$ cat src/rtl/video_pkg.sv
// Shared types and default 720x480p timing for the video timing generator.
// Also provides the counter-width helper used by the top and the counter.
package video_pkg;

   typedef enum logic {
      ST_IDLE = 1'b0,
      ST_RUN  = 1'b1
   } state_t;

   localparam int DEF_H_ACTIVE = 720;
   localparam int DEF_H_FP     = 16;
   localparam int DEF_H_SYNC   = 62;
   localparam int DEF_H_BP     = 60;
   localparam int DEF_V_ACTIVE = 480;
   localparam int DEF_V_FP     = 9;
   localparam int DEF_V_SYNC   = 6;
   localparam int DEF_V_BP     = 30;

   // Width needed to count 0..n-1, never narrower than one bit.
   function automatic int cnt_w(input int n);
      return (n > 1) ? $clog2(n) : 1;
   endfunction

endpackage

$ cat src/rtl/video_wrap_counter.sv
// Modulo-MAX counter: counts 0..MAX-1 while en is high.
// The wrap pulse marks the enabled cycle on which count returns to 0.
module video_wrap_counter
   import video_pkg::*;
#(
   parameter int MAX = 8,
   parameter int W   = cnt_w(MAX)
) (
   input  logic         clk,
   input  logic         rst,
   input  logic         en,
   input  logic         clr,
   output logic [W-1:0] count,
   output logic         wrap
);

   assign wrap = en && (count == W'(MAX - 1));

   // NOTE: sequential state uses non-blocking assignments so every flop
   // samples the pre-edge values regardless of block ordering.
   always_ff @(posedge clk) begin
      if (rst || clr) begin
         count <= '0;
      end else if (en) begin
         count <= wrap ? '0 : count + 1'b1;
      end
   end

endmodule

$ cat src/rtl/video_timing_gen.sv
// Raster timing generator: walks h/v counters over the full frame, pulls
// pixels from upstream in the active area and emits registered HDMI-style video.
module video_timing_gen
   import video_pkg::*;
#(
   parameter int               DATA_W   = 36,
   parameter int               H_ACTIVE = DEF_H_ACTIVE,
   parameter int               H_FP     = DEF_H_FP,
   parameter int               H_SYNC   = DEF_H_SYNC,
   parameter int               H_BP     = DEF_H_BP,
   parameter int               V_ACTIVE = DEF_V_ACTIVE,
   parameter int               V_FP     = DEF_V_FP,
   parameter int               V_SYNC   = DEF_V_SYNC,
   parameter int               V_BP     = DEF_V_BP,
   parameter logic             HS_POL   = 1'b0,
   parameter logic             VS_POL   = 1'b0,
   parameter logic [DATA_W-1:0] UF_COLOR = '0
) (
   input  logic                                               clk,
   input  logic                                               rst,
   input  logic                                               en,
   input  logic [DATA_W-1:0]                                  in_data,
   input  logic                                               in_valid,
   output logic                                               in_ready,
   output logic [DATA_W-1:0]                                  hdmi_data,
   output logic                                               hdmi_hsync,
   output logic                                               hdmi_vsync,
   output logic                                               hdmi_en,
   output logic                                               hdmi_clk,
   output logic [cnt_w(H_ACTIVE+H_FP+H_SYNC+H_BP)-1:0]        h_pos,
   output logic [cnt_w(V_ACTIVE+V_FP+V_SYNC+V_BP)-1:0]        v_pos,
   output logic                                               frame_start,
   output logic                                               underflow
);

   localparam int H_TOTAL = H_ACTIVE + H_FP + H_SYNC + H_BP;
   localparam int V_TOTAL = V_ACTIVE + V_FP + V_SYNC + V_BP;
   localparam int HW      = cnt_w(H_TOTAL);
   localparam int VW      = cnt_w(V_TOTAL);

   state_t         state, state_nxt;
   logic           run;
   logic [HW-1:0]  h_cnt;
   logic [VW-1:0]  v_cnt;
   logic           h_wrap, v_wrap;
   logic           active, hs_on, vs_on;

   assign run = (state == ST_RUN);

   video_wrap_counter #(.MAX(H_TOTAL), .W(HW)) u_h_cnt (
      .clk   (clk),
      .rst   (rst),
      .en    (run),
      .clr   (~run),
      .count (h_cnt),
      .wrap  (h_wrap)
   );

   video_wrap_counter #(.MAX(V_TOTAL), .W(VW)) u_v_cnt (
      .clk   (clk),
      .rst   (rst),
      .en    (h_wrap),
      .clr   (~run),
      .count (v_cnt),
      .wrap  (v_wrap)
   );

   // v_wrap is only high on the last pixel of the last line.
   always_comb begin
      // NOTE: default first so every path assigns state_nxt and no latch is inferred.
      state_nxt = state;
      case (state)
         ST_IDLE: if (en)              state_nxt = ST_RUN;
         ST_RUN:  if (v_wrap && !en)   state_nxt = ST_IDLE;
         default:                      state_nxt = ST_IDLE;
      endcase
   end

   always_ff @(posedge clk) begin
      if (rst) state <= ST_IDLE;
      else     state <= state_nxt;
   end

   assign active = run && (h_cnt < HW'(H_ACTIVE)) && (v_cnt < VW'(V_ACTIVE));
   assign hs_on  = run && (h_cnt >= HW'(H_ACTIVE + H_FP))
                       && (h_cnt <= HW'(H_ACTIVE + H_FP + H_SYNC - 1));
   assign vs_on  = run && (v_cnt >= VW'(V_ACTIVE + V_FP))
                       && (v_cnt <= VW'(V_ACTIVE + V_FP + V_SYNC - 1));

   assign in_ready = active;
   assign hdmi_clk = clk;

   // Output stage: one register of latency from the counters.
   always_ff @(posedge clk) begin
      if (rst) begin
         hdmi_data   <= '0;
         hdmi_en     <= 1'b0;
         hdmi_hsync  <= ~HS_POL;
         hdmi_vsync  <= ~VS_POL;
         h_pos       <= '0;
         v_pos       <= '0;
         frame_start <= 1'b0;
         underflow   <= 1'b0;
      end else begin
         hdmi_en     <= active;
         hdmi_data   <= !active ? '0 : (in_valid ? in_data : UF_COLOR);
         underflow   <= active && !in_valid;
         hdmi_hsync  <= hs_on ? HS_POL : ~HS_POL;
         hdmi_vsync  <= vs_on ? VS_POL : ~VS_POL;
         h_pos       <= h_cnt;
         v_pos       <= v_cnt;
         frame_start <= run && (h_cnt == '0) && (v_cnt == '0);
      end
   end

endmodule
$ cat config.mk
export PLATFORM = sky130hd
export DESIGN_NAME = video_timing_gen
export DESIGN_NICKNAME = d
export VERILOG_FILES = /design/src/rtl/video_pkg.sv /design/src/rtl/video_wrap_counter.sv /design/src/rtl/video_timing_gen.sv
export SDC_FILE = /design/constraint.sdc
export NUM_CORES = 1
export LEC_CHECK = 0
export BUFFER_PORTS_ARGS = -buffer_cell sky130_fd_sc_hd__buf_2
export CAP_MARGIN = 20
export CORE_MARGIN = 2
export CORE_UTILIZATION = 44
export DETAILED_ROUTE_END_ITERATION = 12
export PLACE_DENSITY = 0.71
export SLEW_MARGIN = 20
export SYNTH_ARGS = -nofsm -noshare
export SYNTH_HDL_FRONTEND = slang
export SYNTH_SLANG_ARGS = --single-unit
$ cat constraint.sdc
create_clock -name clk -period 1.7 [get_ports clk]
set_input_delay 0.085 -clock clk [delete_from_list [all_inputs] [get_ports clk]]
set_output_delay 0.085 -clock clk [all_outputs]
set_load 0.03 [all_outputs]
Word-level counts from Yosys, hierarchy flattened:

Cells that the tools add are included.

* input port bits: 40
* output and inout bits: 63
* register bits: 82
* word-level logic and storage cells: 49

* reduce and logical (&&, ||, !) cells: 18
* magnitude comparators: 6
* equal/unequal tests: 2
* bitwise operators: 3
* multiplexer cells: 7
* add/sub/neg operators: 2

Operator list (count)
* 10-bit by 1-bit adder with 10-bit output, second input constant: 2
* 10-bit == test, second input constant: 2
* 10-bit zero test: 2
* 10-bit two-way mux: 2
* 1-bit logical AND: 12
* 10-bit greater-or-equal comparator, second input constant: 1
* 10-bit by 9-bit greater-or-equal comparator with 1-bit output, second input constant: 1
* 10-bit <= comparator, second input constant: 1
* 10-bit by 9-bit <= comparator with 1-bit output, second input constant: 1
* 10-bit less-than comparator, second input constant: 1
* 10-bit by 9-bit less-than comparator with 1-bit output, second input constant: 1
* 1-bit two-way mux: 4
* 1-bit NOT: 3
* 3-bit OR reduction: 1
* 1-bit zero test: 2
* 1-bit case mux with 2 select lines: 1
* 1-bit logical OR: 1

Longest topological paths before layout:

* depth after elaboration: 6
* depth in mapped cells: 8
* gate-level depth less buffers: 6

Modules after synthesis:

Synthesis repeated with hierarchy kept, for this count alone.

* cells, all modules: 272
* area total of the unflattened synthesis: 2877.8 um2

By module, submodules not included
* video_timing_gen: area each 1823.0 um2, times used 1, seq. area each 1241.2 um2, cells each 157
* video_wrap_counter (u_h_cnt): area each 544.3 um2, times used 1, seq. area each 200.2 um2, cells each 58
* video_wrap_counter (u_v_cnt): area each 510.5 um2, times used 1, seq. area each 200.2 um2, cells each 57

==> impl_metrics.yaml <==
die:
  coreArea_sq_um: 6310
  die_y_um: 84.7
  io_pins: 103
  start_util: 0.454
  design.die.area_sq_um: 7180
  die_w_um: 84.7
  rows: 29
synthesis:
  ys_seq_elements: 82
  ys_warn_count: 0
  ys.flop_type: "dfxtp_1"
  synth_nets: 329
  synth.distinct_cells: 34
  synth_edf_count: 0
  synth.avg_cell_area_sq_um: 10.2
  synth.yosys.seq_area_share: 0.572
  async_flop_share: 0
  syn-cell-area_sq_um: 2870
  synth_cells: 281
sta:
  skew_ns: 0.0110
  finalCritPeriodShare: 1.01
  fmax_mhz: 584
  setup_viol_count_final: 2
  worst_slack_ns: -0.0118
  rsz0062_at_grt: "yes"
  slew_viol_final: 0
  relSlewSlack: 0.683
  hold_viol_final: 0
  whs_ns: 0.112
  tightest_slew_ns: 0.476
  period_minus_slack_ns: 1.71
pwr:
  seq_power_share: 0.506
  p_leak_nw: 2.15
  p_total_mw: 3.87
  powerDensity_nw_per_um2: 873
  p_clk_frac: 0.404
  p_sw_mw: 1.03
  pwr-share-comb: 0.089
  peakVddDrop_v: 0.000809
  swShare: 0.267
  p_int_mw: 2.84
worst_setup_path:
  r2r-start: "run"
  path_cells: "nand4_1 -> or4_4 -> or3_4 -> a21oi_1"
  max_stage_delay_ns: 0.58
  worstPathMaxFanout: 4
  startpoint_type: "flop"
  arrival_ns: 2.11
  critPathCaptureType: "flop"
  cp.required_ns: 2.10
  startpoint: "run"
  slowest_stage: "or4_4"
  path_class: "reg2reg"
drt:
  viasPerCell: 4.90
  drt_iter0_drc: 124
  ant_nets: 0
  routedWlPerCell_um: 14.4
  vias: 2635
  drc: 0
  wl_um: 7760
  drt_pass1_iterations: 4
global_routing:
  antenna_found_initial: 0
  grt_pass1_wl_um: 12000
  grt_pass1_vias: 2647
  track_usage: 0.220
  grt_max_degree: 39
  gr-total-overflow: 0
hold_path:
  hp-class: "in2reg"
  hp-start: "in_valid"
clock_network:
  clk_latency_ns: 0.47
  path_clk_slew_ns: 0.09
  cts_tree: "built"
outcome:
  status: "complete, but fails checks"
  violations: "negative setup slack"
cells_and_area:
  diodes: 0
  syn2layout_area_growth_pct: 54.8
  final_nets: 504
  drive_gt1_frac: 0.412
  utilization: 0.703
place:
  place_ws_ns: -0.0365
  post-dp-hpwl_um: 4760
  gp_congestion: 0.887
  io_buffers: 102
flow_run:
  maxCapViolCount: 0
-- through the flow --
stage / TNS, ns / std cells / cell area, sq um
finish: -0.0140 / 538 / 4440
global route: -0.355 / 538 / 4440
CTS: 0 / 536 / 4350
detailed placement: -0.0588 / 475 / 3680
global placement: 0 / 475 / 3680
floorplan: -0.0418 / 281 / 2890
-- power groups by stage --
stage          logic, mW  clock network [mW]  registers, mW
2_1_floorplan     0.0793              0.0881           2.07
3_3_place_gp       0.261              0.0741           2.01
3_5_place_dp       0.265              0.0741           2.01
4_1_cts            0.337                1.61           1.96
5_1_grt            0.370                1.70           1.97
6_report           0.345                1.57           1.96
-- layer usage --
metal,global-route usage,part of all wire
met1,0.234,0.40
met2,0.359,0.52
met3,0.0698,0.050
met4,0.169,0.032
met5,0,0
-- state kept, by name, summed over array words and instances, names as in the netlist --
| name | flops |
|---|---|
| underflow | 1 |
| hdmi_hsync | 1 |
| hdmi_data | 36 |
| u_h_cnt.count | 10 |
| frame_start | 1 |
| hdmi_vsync | 1 |
| u_v_cnt.count | 10 |
| hdmi_en | 1 |
| run | 1 |
| v_pos | 10 |
| h_pos | 10 |
-- cell usage after synthesis, drive strengths merged, types with 4 or more instances --
cell	instances	area share
a21oi	4	0.0070
and3	38	0.083
buf	6	0.018
clkbuf	14	0.018
dfxtp	82	0.57
ha	8	0.035
inv	11	0.014
nand2	7	0.0092
nand3	7	0.012
nand4	10	0.022
nor2	28	0.037
nor2b	15	0.033
nor3	4	0.0070
nor4	6	0.013
nor4b	4	0.012
o21ai	6	0.010
xnor2	9	0.027
xor2	4	0.012
-- cells by family (layout without fill, tap and decap cells) --
group                      Yosys count  count (layout)  share of synthesized area
and+or+nand+nor                    133             133                      0.267
DFF                                 82              82                      0.572
buffers and inverters               31             211                     0.0506
AOI/OAI and AO/OA                   14              14                     0.0358
xor gates and xnor gates            13              13                     0.0397
adders and majority gates            8               8                     0.0349
-- critical path: cells and delay by family, from the launching register on --
family | cells | cell delay, ns
simple gates | 3 | 1.12
flops | 1 | 0.41
compound gates | 1 | 0.12
-- final cells by class --
cell class              count  area, sq um
clock inverters             7         58.8
well taps                  77         96.3
repair buffers            180         1230
fillers                   461         1880
inverters                  11         41.3
multi-input cells         168         1190
clock buffers              13          170
flip-flops and latches     82         1650
-- layout by cell type, fill, tap and decap left out, drive strengths merged, types with 3 or more instances in the layout --
master       Yosys  final
a21oi            4      4
and3            38     38
buf              6    143
clkbuf          14     12
dfxtp           82     82
dlygate4sd3      0     38
ha               8      8
inv             11     16
nand2            7      7
nand3            7      7
nand4           10     10
nor2            28     28
nor2b           15     15
nor3             4      4
nor4             6      6
nor4b            4      4
o21ai            6      6
or3              3      3
xnor2            9      9
xor2             4      4
-- timing repair --
item | 4_1_cts | 5_1_grt
buffers inserted | 5 | 2
setup endpoints to repair | 5 | 11
resized for setup | 8 | 19
hold endpoints to repair | 41 | 0
pin swaps | 5 | 6
hold buffers | 38 | 0
-- path summary, 6_finish.rpt --
path | end | slack [ns] | depth (start not counted)
max | u_v_cnt.count[7] | -0.01 | 4
max reg2reg | u_v_cnt.count[7] | -0.01 | 4
min | underflow | 0.11 | 2
min reg2reg | u_h_cnt.count[0] | 0.56 | 2
Note: power is estimated with default switching activity, not from simulation.
